==> src/rtl/uart_tx_arb_pkg.sv <==
// Shared types and sizing helpers for the uart_tx_arbiter block.
package uart_tx_arb_pkg;

  typedef logic [1:0] state_t;

  localparam state_t ST_IDLE = 2'd0;
  localparam state_t ST_SEND = 2'd1;
  localparam state_t ST_WAIT = 2'd2;
  localparam state_t ST_GAP  = 2'd3;

  // Counters only ever reach (limit - 1), so $clog2 of the largest limit is enough.
  function automatic int unsigned cnt_width(input int unsigned a,
                                            input int unsigned b,
                                            input int unsigned c);
    int unsigned m;
    m = a;
    if (b > m) m = b;
    if (c > m) m = c;
    return (m < 2) ? 1 : $clog2(m);
  endfunction

  function automatic int unsigned idx_width(input int unsigned n);
    return (n < 2) ? 1 : $clog2(n);
  endfunction

  localparam int unsigned CNT_W_DEFAULT = cnt_width(256, 16, 65535);

endpackage

==> src/rtl/uart_tx_arb_rr_pick.sv <==
// Combinational round-robin picker: first set request searching upward from last_i+1.
module uart_tx_arb_rr_pick
  import uart_tx_arb_pkg::*;
#(
  parameter int unsigned NUM_REQ = 4,
  parameter int unsigned IDX_W   = idx_width(NUM_REQ)
) (
  input  logic [NUM_REQ-1:0] req_i,
  input  logic [IDX_W-1:0]   last_i,
  output logic [NUM_REQ-1:0] win_o,
  output logic [IDX_W-1:0]   win_idx_o
);

  int unsigned idx;
  logic        found;

  always_comb begin
    win_o     = '0;
    win_idx_o = '0;
    found     = 1'b0;
    idx       = 0;
    for (int unsigned k = 1; k <= NUM_REQ; k++) begin
      idx = (32'(last_i) + k) % NUM_REQ;
      if (!found && req_i[IDX_W'(idx)]) begin
        found                 = 1'b1;
        win_o[IDX_W'(idx)]    = 1'b1;
        win_idx_o             = IDX_W'(idx);
      end
    end
  end

endmodule

==> src/rtl/uart_tx_arbiter.sv <==
// Round-robin sharing of one uarttx byte transmitter among NUM_REQ requesters.
// Optional watchdog on the transmitter completion: define UART_TX_ARB_TIMEOUT_EN.
module uart_tx_arbiter
  import uart_tx_arb_pkg::*;
#(
  parameter int unsigned NUM_REQ        = 4,
  parameter int unsigned SEND_HOLD      = 256,
  parameter int unsigned GAP_CYCLES     = 16,
  parameter int unsigned TIMEOUT_CYCLES = 65535
) (
  input  logic                 clk,
  input  logic                 rst_n,
  input  logic [NUM_REQ-1:0]   req_i,
  input  logic [8*NUM_REQ-1:0] req_data_i,
  output logic [NUM_REQ-1:0]   grant_o,
  output logic [NUM_REQ-1:0]   done_o,
  output logic                 busy_o,
  output logic                 err_o,
  output logic                 tx_send_o,
  output logic [7:0]           tx_data_o,
  input  logic                 tx_done_i
);

  localparam int unsigned IDX_W = idx_width(NUM_REQ);
  localparam int unsigned CNT_W = cnt_width(SEND_HOLD, GAP_CYCLES, TIMEOUT_CYCLES);

  state_t             state_q, state_d;
  logic [CNT_W-1:0]   cnt_q, cnt_d;
  logic [IDX_W-1:0]   last_q, last_d;
  logic [NUM_REQ-1:0] own_q, own_d;
  logic [NUM_REQ-1:0] grant_q, grant_d;
  logic [NUM_REQ-1:0] done_q, done_d;
  logic [7:0]         data_q, data_d;
  logic               send_q, send_d;
  logic               busy_q, busy_d;
  logic               pend_q, pend_d;
  logic               sync1_q, sync2_q, sync3_q;
  logic               tx_rise;
  logic [NUM_REQ-1:0] win;
  logic [IDX_W-1:0]   win_idx;
  logic [7:0]         win_byte;
  logic               send_last, gap_last;

  // tx_done is asynchronous; only its synchronized rising edge is used.
  always_ff @(posedge clk) begin
    if (!rst_n) begin
      sync1_q <= 1'b0;
      sync2_q <= 1'b0;
      sync3_q <= 1'b0;
    end else begin
      sync1_q <= tx_done_i;
      sync2_q <= sync1_q;
      sync3_q <= sync2_q;
    end
  end

  assign tx_rise = sync2_q & ~sync3_q;

  uart_tx_arb_rr_pick #(
    .NUM_REQ (NUM_REQ),
    .IDX_W   (IDX_W)
  ) u_pick (
    .req_i     (req_i),
    .last_i    (last_q),
    .win_o     (win),
    .win_idx_o (win_idx)
  );

  always_comb begin
    win_byte = 8'h00;
    for (int unsigned i = 0; i < NUM_REQ; i++) begin
      if (win[i]) win_byte = req_data_i[8*i +: 8];
    end
  end

  assign send_last = (32'(cnt_q) + 32'd1) >= SEND_HOLD;
  assign gap_last  = (32'(cnt_q) + 32'd1) >= GAP_CYCLES;

`ifdef UART_TX_ARB_TIMEOUT_EN
  logic [CNT_W-1:0] wdog_q, wdog_d;
  logic             err_q, err_d;
  logic             wdog_last;

  assign wdog_last = (32'(wdog_q) + 32'd1) >= TIMEOUT_CYCLES;
`endif

  always_comb begin
    state_d = state_q;
    cnt_d   = cnt_q;
    last_d  = last_q;
    own_d   = own_q;
    data_d  = data_q;
    send_d  = send_q;
    pend_d  = pend_q;
    grant_d = '0;
    done_d  = '0;
`ifdef UART_TX_ARB_TIMEOUT_EN
    wdog_d  = '0;
    err_d   = 1'b0;
`endif
    case (state_q)
      ST_IDLE: begin
        pend_d = 1'b0;
        if (|req_i) begin
          data_d  = win_byte;
          grant_d = win;
          own_d   = win;
          last_d  = win_idx;
          send_d  = 1'b1;
          cnt_d   = '0;
          state_d = ST_SEND;
        end
      end
      ST_SEND: begin
        // A completion seen this early is remembered so WAIT cannot miss it.
        if (tx_rise) pend_d = 1'b1;
        if (send_last) begin
          send_d  = 1'b0;
          cnt_d   = '0;
          state_d = ST_WAIT;
        end else begin
          cnt_d = cnt_q + CNT_W'(1);
        end
      end
      ST_WAIT: begin
        if (tx_rise || pend_q) begin
          done_d  = own_q;
          pend_d  = 1'b0;
          cnt_d   = '0;
          state_d = ST_GAP;
        end
`ifdef UART_TX_ARB_TIMEOUT_EN
        else if (wdog_last) begin
          err_d   = 1'b1;
          cnt_d   = '0;
          state_d = ST_GAP;
        end else begin
          wdog_d = wdog_q + CNT_W'(1);
        end
`endif
      end
      ST_GAP: begin
        if (gap_last) begin
          cnt_d   = '0;
          state_d = ST_IDLE;
        end else begin
          cnt_d = cnt_q + CNT_W'(1);
        end
      end
      default: state_d = ST_IDLE;
    endcase
    busy_d = (state_d != ST_IDLE);
  end

  always_ff @(posedge clk) begin
    if (!rst_n) begin
      state_q <= ST_IDLE;
      cnt_q   <= '0;
      last_q  <= IDX_W'(NUM_REQ - 1);
      own_q   <= '0;
      data_q  <= 8'h00;
      send_q  <= 1'b0;
      pend_q  <= 1'b0;
      grant_q <= '0;
      done_q  <= '0;
      busy_q  <= 1'b0;
    end else begin
      state_q <= state_d;
      cnt_q   <= cnt_d;
      last_q  <= last_d;
      own_q   <= own_d;
      data_q  <= data_d;
      send_q  <= send_d;
      pend_q  <= pend_d;
      grant_q <= grant_d;
      done_q  <= done_d;
      busy_q  <= busy_d;
    end
  end

`ifdef UART_TX_ARB_TIMEOUT_EN
  always_ff @(posedge clk) begin
    if (!rst_n) begin
      wdog_q <= '0;
      err_q  <= 1'b0;
    end else begin
      wdog_q <= wdog_d;
      err_q  <= err_d;
    end
  end

  assign err_o = err_q;
`else
  assign err_o = 1'b0;
`endif

  assign grant_o   = grant_q;
  assign done_o    = done_q;
  assign busy_o    = busy_q;
  assign tx_send_o = send_q;
  assign tx_data_o = data_q;

endmodule

==> config.mk <==
export PLATFORM = sky130hd
export DESIGN_NAME = uart_tx_arbiter
export DESIGN_NICKNAME = d
export VERILOG_FILES = /design/src/rtl/uart_tx_arb_pkg.sv /design/src/rtl/uart_tx_arb_rr_pick.sv /design/src/rtl/uart_tx_arbiter.sv
export SDC_FILE = /design/constraint.sdc
export NUM_CORES = 1
export LEC_CHECK = 0
export ABC_AREA = 1
export CORE_MARGIN = 2
export CORE_UTILIZATION = 51
export DETAILED_ROUTE_END_ITERATION = 8
export PLACE_DENSITY = 0.8
export SYNTH_ARGS = -nofsm -noshare
export SYNTH_HDL_FRONTEND = slang
export SYNTH_SLANG_ARGS = --single-unit
==> constraint.sdc <==
create_clock -name clk -period 2.55 [get_ports clk]
set_input_delay 0.51 -clock clk [delete_from_list [all_inputs] [get_ports clk]]
set_output_delay 0.51 -clock clk [all_outputs]
set_load 0.02 [all_outputs]
Word-level counts from Yosys, hierarchy flattened
Cells that the tools add are included.
Widths: inputs -> output; s select.
Operators by class
  reduce and logical (&&, ||, !) cells: 22
  add/subtract/negate cells: 6
  bitwise gates (word level): 5
  mux-type cells: 47
  order comparisons: 10
  eq/ne operators: 7
Operators with widths (count)
  $mux 16: 4
  $pmux 16 s4: 1
  $ge 32x9->1 const B: 1
  $mux 8: 4
  $add 16x1->17 const B: 1
  $ge 17x5->1 const B: 1
  $add 16x1->16 const B: 1
  $mux 2: 8
  $mux 4: 4
  $mux 1: 15
  $lt 2x3->1 const B: 4
  $or 4x4->4: 3
  $reduce_and 3->1: 4
  $bmux 1 s2: 4
  $demux 1 s2: 4
  $ge 2x1->1 const B: 4
  $ne 2x2->1 const B: 4
  $pmux 2 s4: 1
  $logic_and 1x1->1: 7
  $add 2x1->2 const B: 2
  $add 2x2->2 const B: 2
  $eq 2x2->1 const B: 2
  $reduce_and 2->1: 2
  $reduce_bool 2->1: 2
  10 further kinds: 12
Word-level totals
  flip-flop bits (word level): 46
  input port bits: 39
  output and inout port bits: 19
  logic and storage cells: 110

Longest topological paths before layout
Gate-level depths: netlist (run 1).
  word-level depth: 17
  mapped depth: 16

Cells and area by module
Synthesis (run 1) repeated with hierarchy kept, for this count alone.
Unflattened totals
  cells, all modules: 444
  area, all modules: 2911.5 µm²
Modules (own cells, without submodules)
  uart_tx_arbiter: instances 1, area each 2437.3 µm², cells an instance 369
  uart_tx_arb_rr_pick: instances 1, area each 474.2 µm², cells an instance 75

Worst setup path before layout (run 1)
Ideal clock, no wire load.
  path type: reg2reg
  from: register last_q[0]
  to: register data_q[6] (netlist: tx_data_o[6])
  path slack: 0.487 ns
  clock period less this slack: 2.063 ns
  stages on the path, launching flop included: 16
  required time: 2.438 ns
  buffers on the path: 1
  data arrival time: 1.951 ns
  cell sequence: dfxtp_1 inv_2 ha_1 inv_1 nand2_2 nand2_4 inv_2 nand2_4 nor2_4 nand2_1 nand3_4 buf_6 a21oi_2 nand2_1 nand2_1 nand2_1
On the way
  longest elaborated chain between the ends: 17
  elaborated cells on any way between the ends: 52
  classes of those cells: add/sub (4); order compare (8); mux (27); bitwise (3); reduce/logical (10)
Ends and longest elaborated chain
  start, declared: RTL line uart_tx_arbiter.sv:29  | logic [IDX_W-1:0] last_q, last_d;
  start signal, assigned: RTL line uart_tx_arbiter.sv:159  | last_q <= IDX_W'(NUM_REQ - 1);
  start signal, assigned: RTL line uart_tx_arbiter.sv:170  | last_q <= last_d;
  branches (longest 12 deep; another with $lt 2x3->1)
  $mux 4 (*): RTL line uart_tx_arb_rr_pick.sv:24  | if (!found && req_i[IDX_W'(idx)]) begin
  $mux 8 (3 in series): RTL line uart_tx_arbiter.sv:72  | if (win[i]) win_byte = req_data_i[8*i +: 8];
  $mux 8 (*): RTL line uart_tx_arbiter.sv:72
  end signal, assigned: RTL line uart_tx_arbiter.sv:172  | data_q <= data_d;
  end, declared: RTL line uart_tx_arbiter.sv:33  | logic [7:0] data_q, data_d;
Mark *: on every way between the ends. The select of a mux whose other input is x is not followed.
A chain may end at the register's enable or synchronous reset.

Final worst setup path (run 1)
  from: register last_q[1]
  to: register data_q[7] (netlist: tx_data_o[7])
Same word-level chain as after synthesis.

==> key figures, run 1 <==
Outcome
  • Status: finished, final reports clean

Pwr
  • LEAKAGE: about 1.7 nW
  • PwrDens: just over 900 mW/mm^2
  • Max rail drop VDD: ~0.88 mV

Drt
  • Detailed-route via count: about 2700
  • Vias per cell: ~5.0
  • # DRC: 0
  • Drt pass-1 iters: 4
  • Routed Antenna Nets: 0
  • WL per Instance: 12.5 um
  • Drt first-iter violations: 121
  • Final wirelength: 6810 um

CTS
  • CTS H-tree lvls: 2
  • CTS Sinks: 46
  • Worst-path clk slew: 0.09 ns
  • Clock root cell: clkbuf_8
  • # Post-CTS Setup Buffers: 0
  • CTS tree: built
  • CTS Hold Bufs: 0
  • CTS Buf Count: 5
  • Clock Latency Late Sink: 0.30 ns
  • Maximum clock path buffer count: 2

Placed design
  • Placed Area: about 0.0035 mm^2
  • Setup WS pre-CTS: 0.110 ns
  • GPL Wtd Cong: ~0.9
  • Detailed placer's ending HPWL: roughly 5400 um
  • Number of port buffers: 56

STA
  • Setup violations, final: 0
  • Max Freq: between 0.4 and 0.5 GHz
  • Final setup TNS: 0 ns
  • Final worst slack: 0.299 ns
  • RSZ-0062 raised after global routing: no
  • Final worst path period need: between 2 and 2.5 ns
  • Final Hold Fails: 0
  • Fin Clk Skew: between 0.008 and 0.009 ns
  • Fin crit share: 0.883
  • Count of pins over their slew limit: 0

Layout
  • Share of cells above drive strength 1: 0.120
  • Nets: about 520
  • Storage element area: 922 um^2
  • Multi-input logic area: roughly 0.0016 mm^2
  • Synthesis-to-layout area growth: 27.9%
  • Inserted Diodes: 0
  • Final design utilization: 0.688
  • Final instance area: between 0.003 and 0.004 mm^2
  • Filler instances: around 470

Logic synthesis
  • Post-synthesis sequential area ratio: 0.329
  • Synth Register Bits: 46
  • Post-synth EDFFs: 0
  • Mapped Area: 0.00280 mm^2
  • Synth Flop Type: dfxtp_1
  • Ys Warns: 0
  • Gate count of the mapped netlist: roughly 400
  • Post-synthesis average cell area: ~6.8 um^2
  • Post-synth ARST share: 0
  • Netlist cell types: 38
  • Mapped Nets: 459

Global routing
  • Via count of the first global-routing pass: between 2000 and 2500
  • Gr busiest metal: met2
  • Total track usage: 0.228
  • Largest net degree at the start of global routing: 22
  • Initial antenna violation count: 0
  • M2 GR Usage: 0.384
  • Global-route wire length before repair: about 11000 um
  • Met1 Track Usage GR: 0.307
  • Grt ovf: 0
  • Grt met3 use: 0.0322

Floorplan
  • Rows: 26
  • Core Footprint: between 0.005 and 0.006 mm^2
  • Initial core utilization: 0.538
  • Die H: between 70 and 80 um
  • Die footprint: roughly 0.0061 mm^2
  • I/O pin total: a little under 60
  • Chip Width: 78.1 um

Critical path
  • Crit path launch: last_q[1]
  • Startpoint types: flop
  • Reg2reg start: last_q[1]
  • Critical Path RT: ~2.8 ns
  • Critical path class: flop to flop
  • Worst Path Arrival: ~2.5 ns
  • Largest fanout on the critical path: 10
  • Setup crit end kind: flop

Job
  • Max-cap violations: 0

Hold path
  • HP Class: flop to flop
  • Hold wc startpoint: sync1_q
kinds of logic (layout without fill, tap and decap cells):
| group | Yosys count | count (layout) | share of synthesized area |
|---|---|---|---|
| compound gates | 47 | 47 | 0.106 |
| flops | 46 | 46 | 0.329 |
| buf+inv | 66 | 131 | 0.0943 |
| simple gates | 237 | 237 | 0.413 |
| other cells | 1 | 1 | 0.00134 |
| xor+xnor | 4 | 4 | 0.0125 |
| fa+ha+maj | 9 | 9 | 0.0402 |
| mux | 1 | 1 | 0.00358 |
stage by stage:
stage          instances  total power [mW]  hold slack (ns)
6_report             546              3.26            0.421
5_1_grt              546              3.51            0.448
4_1_cts              546              3.26            0.423
3_5_place_dp         538              2.71            0.402
3_3_place_gp         538              2.66            0.393
2_1_floorplan        411              2.25            0.390
final cells by class:
cell class | count | share of cell area
sequential | 46 | 0.258
clock buffer | 5 | 0.0192
multi-input combinational | 299 | 0.451
clock inverter | 3 | 0.0122
tap | 70 | 0.0245
inverter | 60 | 0.0643
timing repair buffer | 63 | 0.171
state kept, by name, summed over array words and instances, names as in the netlist, 2 cells and up:
name / cells
cnt_q: 16
done_o: 4
grant_o: 4
last_q: 2
own_q: 4
state_q: 2
tx_data_o: 8
cells in the final DEF (no fill, tap or decap), types with 2 or more instances in the layout:
cell | netlist | layout
nand4_1 | 6 | 6
a31o_2 | 2 | 2
o21ai_1 | 3 | 3
nand2_1 | 137 | 137
nor2_4 | 8 | 8
o21ai_0 | 5 | 5
dfxtp_1 | 46 | 45
nand3_2 | 3 | 3
o211ai_1 | 3 | 3
nand3_4 | 2 | 2
nor2_1 | 25 | 25
inv_4 | 2 | 2
clkdlybuf4s50_1 | 0 | 56
nor4_1 | 2 | 2
inv_1 | 55 | 55
nor2_2 | 2 | 2
a21boi_2 | 2 | 2
ha_1 | 9 | 9
buf_4 | 1 | 7
nand2_4 | 4 | 4
nand3_1 | 27 | 27
a21oi_1 | 23 | 23
clkbuf_8 | 0 | 5
nand3b_1 | 2 | 2
o21bai_1 | 2 | 2
o31ai_1 | 4 | 4
xor2_1 | 4 | 4
nor3_1 | 8 | 8
inv_2 | 3 | 3
nand2_2 | 8 | 8
cells in the mapped netlist (5+ instances only):
| master | count | area [um^2] |
|---|---|---|
| nand2_1 | 137 | 514 |
| inv_1 | 55 | 206 |
| dfxtp_1 | 46 | 921 |
| nand3_1 | 27 | 135 |
| nor2_1 | 25 | 93.8 |
| a21oi_1 | 23 | 115 |
| ha_1 | 9 | 113 |
| nand2_2 | 8 | 50.1 |
| nor2_4 | 8 | 90.1 |
| nor3_1 | 8 | 40.0 |
| nand4_1 | 6 | 37.5 |
| o21ai_0 | 5 | 25.0 |
worst max-delay path: stages (launching register included):
cell     delay, ns
dfxtp_2       0.39
inv_1         0.16
ha_1          0.38
inv_1         0.08
nand2_2       0.09
nand2_4       0.09
inv_2         0.07
nand2_4       0.06
nor2_4        0.16
nand2_1       0.11
nand3_4       0.18
inv_4         0.07
nand3_1       0.07
nand2_1       0.08
nand2_1       0.09
nand2_1       0.07
repair_timing:
action,in CTS,in global routing
endpoints found under the setup margin,0,1
endpoints found under the hold margin,0,0
gates resized for setup,0,1
layer usage:
layer	routed length [um]	up-vias
met5	0	-
met2	3370	59
met4	89	0
met3	251	7
met1	3100	1212
li1	-	1425
power by group:
| group | internal, mW | switching (mW) | total [mW] |
|---|---|---|---|
| sequential | 0.831 | 0.0587 | 0.890 |
| combinational | 0.662 | 1.16 | 1.83 |
| clock | 0.294 | 0.256 | 0.550 |
| total | 1.79 | 1.48 | 3.26 |
worst paths after layout:
path	to	slack, ns	cells after the start
hold reg to reg	sync2_q	0.42	2
setup reg to reg	tx_data_o[7]	0.30	15
setup / recovery	tx_data_o[7]	0.30	15
hold / removal	sync2_q	0.42	2
(Power assumes the default switching activity.)
==> run 2, diff against run 1 <==
--- a/config.mk
+++ b/config.mk
@@ -7,9 +7,8 @@
 export LEC_CHECK = 0
 export ABC_AREA = 1
 export CORE_MARGIN = 2
-export CORE_UTILIZATION = 51
+export CORE_UTILIZATION = 40
 export DETAILED_ROUTE_END_ITERATION = 8
-export PLACE_DENSITY = 0.8
 export SYNTH_ARGS = -nofsm -noshare
 export SYNTH_HDL_FRONTEND = slang
 export SYNTH_SLANG_ARGS = --single-unit
==> constraint.sdc (replaced) <==
create_clock -name clk -period 2.55 [get_ports clk]
set_input_delay 0.3825 -clock clk [delete_from_list [all_inputs] [get_ports clk]]
set_output_delay 0.3825 -clock clk [all_outputs]
set_load 0.02 [all_outputs]
==> run 2 against run 1 <==
Net effect:
- critical path depth is the same
- global-route usage shrank 4.1 points
- sequential cell count is the same
- sequential power shrank 1%
- wire length grew 1.9%
- combinational power is essentially flat
==> key figures, run 2 (same netlist as run 1, synthesis figures left out) <==
Critical path
  • CP Buf/Inv Count: 4
  • Critical Path RT: 2.76 ns
  • FF-to-FF End: tx_data_o[2]
  • Critical path class: flop to flop
  • Startpoint types: flop
  • Largest fanout on the critical path: 10
  • Worst Path Arrival: roughly 2.4 ns
  • Reg-to-reg slack, setup: 0.40 ns
  • R2R cell count: 15
  • Most common cell on crit path: nand2_1
  • Setup crit end kind: flop
  • Largest stage delay on the critical path: 0.38 ns
  • Cell family with the largest share of critical-path delay: simple AND/OR/NAND/NOR gates
  • Reg2reg start: last_q[1]
  • Crit-path cells: inv_1 -> ha_1 -> inv_1 -> nand2_2 -> nand2_4 -> inv_2 -> nand2_4 -> nor2_4 -> nand2_1 -> nand3_4 -> inv_4 -> nand3_1 -> nand2_1 -> nand2_1 -> nand2_1
  • Slowest cell on crit path: ha_1

Global routing
  • Global-route wire length before repair: between 10000 and 15000 um
  • Largest net degree at the start of global routing: 22
  • Initial antenna violation count: 0
  • Grt ovf: 0
  • Total track usage: 0.187
  • Via count of the first global-routing pass: between 2000 and 2500

CTS
  • Clock root cell: clkbuf_8
  • CTS tree: built
  • CTS H-tree lvls: 2
  • Maximum clock path buffer count: 2
  • CTS Sinks: 46
  • CTS Hold Bufs: 0
  • CTS Buf Count: 5
  • # Post-CTS Setup Buffers: 0
  • Worst-path clk slew: approximately 0.1 ns
  • Post-CTS sizing: 0
  • Clock Latency Late Sink: 0.31 ns

Layout
  • Share of cells above drive strength 1: 0.118
  • Synthesis-to-layout area growth: 28.3%
  • Biggest register: cnt_q
  • Storage element area: about 920 um^2
  • Multi-input logic area: around 0.0016 mm^2
  • Filler instances: 701
  • Max FFs per register: 16
  • Most common cell after layout, fill and taps aside: nand2_1
  • Nets: between 500 and 600
  • Inserted Diodes: 0
  • Most frequent cells in the layout: nand2_1, clkdlybuf4s50_1, inv_1, dfxtp_1, nand3_1

STA
  • Max Freq: 0.465 GHz
  • RSZ-0062 raised after global routing: no
  • Fin Clk Skew: approximately 0.011 ns
  • Setup violations, final: 0
  • Fin crit share: 0.844
  • Relative slew slack: 0.629
  • Final setup TNS: 0 ns
  • Count of pins over their slew limit: 0
  • Final Hold Fails: 0
  • Final worst slack: between 0.3 and 0.4 ns
  • Final worst path period need: between 2 and 2.5 ns
  • Slew @ Worst Pin: ~0.55 ns

Placed design
  • GPL Wtd Cong: 0.883
  • Number of port buffers: 56
  • Setup WS pre-CTS: ~0.22 ns
  • Detailed placer's ending HPWL: around 5400 um

Drt
  • Drt pass-1 iters: 5
  • Drt first-iter violations: 123
  • Vias per cell: 4.70
  • # DRC: 0
  • WL per Instance: ~12 um
  • Final wirelength: approximately 6900 um
  • Routed Antenna Nets: 0
  • Detailed-route via count: about 2700

Floorplan
  • Chip Width: between 80 and 90 um
  • I/O pin total: 58
  • Die footprint: about 0.0077 mm^2
  • Die H: 87.7 um
  • Initial core utilization: 0.412
  • Rows: 30
  • Core Footprint: slightly below 0.007 mm^2

Hold path
  • Hold wc startpoint: sync1_q
  • Hold Crit Endpoint: sync2_q
  • Hold path cells: 2
  • HP Class: flop to flop

Pwr
  • LEAKAGE: around 1.6 nW
  • PwrDens: 893 mW/mm^2
  • Tot Pwr: 3.21 mW
  • Max rail drop VDD: about 0.6 mV

Job
  • Max-cap violations: 0

Outcome
  • Status: finished, final reports clean
run 2: report_power, final:
group,leakage [nW],internal [mW],switching (mW)
combinational,1.22,0.694,1.17
clock,0.0408,0.196,0.268
sequential,0.375,0.829,0.0489
run 2: worst max-delay path by stage:
stage                   start           end  slack [ns]  cells after the start
finish              last_q[1]  tx_data_o[2]        0.40                     15
global route        last_q[1]  tx_data_o[4]        0.20                     12
CTS                 last_q[1]  tx_data_o[5]        0.40                     15
detailed placement   req_i[3]  tx_data_o[4]        0.22                     14
global placement     req_i[3]  tx_data_o[5]        0.22                     14
floorplan           last_q[0]  tx_data_o[6]        0.49                     15
run 2: final cells by class:
| class | count | area share |
|---|---|---|
| timing repair buffer | 63 | 0.171 |
| multi-input combinational | 299 | 0.449 |
| tap | 96 | 0.0334 |
| sequential | 46 | 0.256 |
| clock buffer | 5 | 0.0192 |
| clock inverter | 3 | 0.00662 |
| inverter | 60 | 0.0641 |
run 2: routing by layer:
metal,up-vias,global-route usage,share of wire
met5,-,0,0
met4,0,0.0434,0.0098
met3,4,0.0368,0.040
met2,49,0.282,0.44
met1,1212,0.276,0.51
li1,1426,-,-
run 2: worst register-to-register path, delay by kind of cell (launching register included):
kind,cells,cell delay (ns)
adder cells (fa/ha/maj),1,0.38
AND/OR/NAND/NOR,10,0.95
buffers and inverters,4,0.37
flip-flops,1,0.35
run 2: stage by stage:
| step | instances | cell area, um^2 | utilization | hold slack, ns |
|---|---|---|---|---|
| 2_1_floorplan | 411 | 2800 | - | 0.390 |
| 3_3_place_gp | 564 | 3500 | 0.515 | 0.398 |
| 3_5_place_dp | 564 | 3500 | 0.515 | 0.407 |
| 4_1_cts | 572 | 3590 | 0.529 | 0.429 |
| 5_1_grt | 572 | 3590 | 0.529 | 0.440 |
| 6_report | 572 | 3590 | 0.529 | 0.425 |
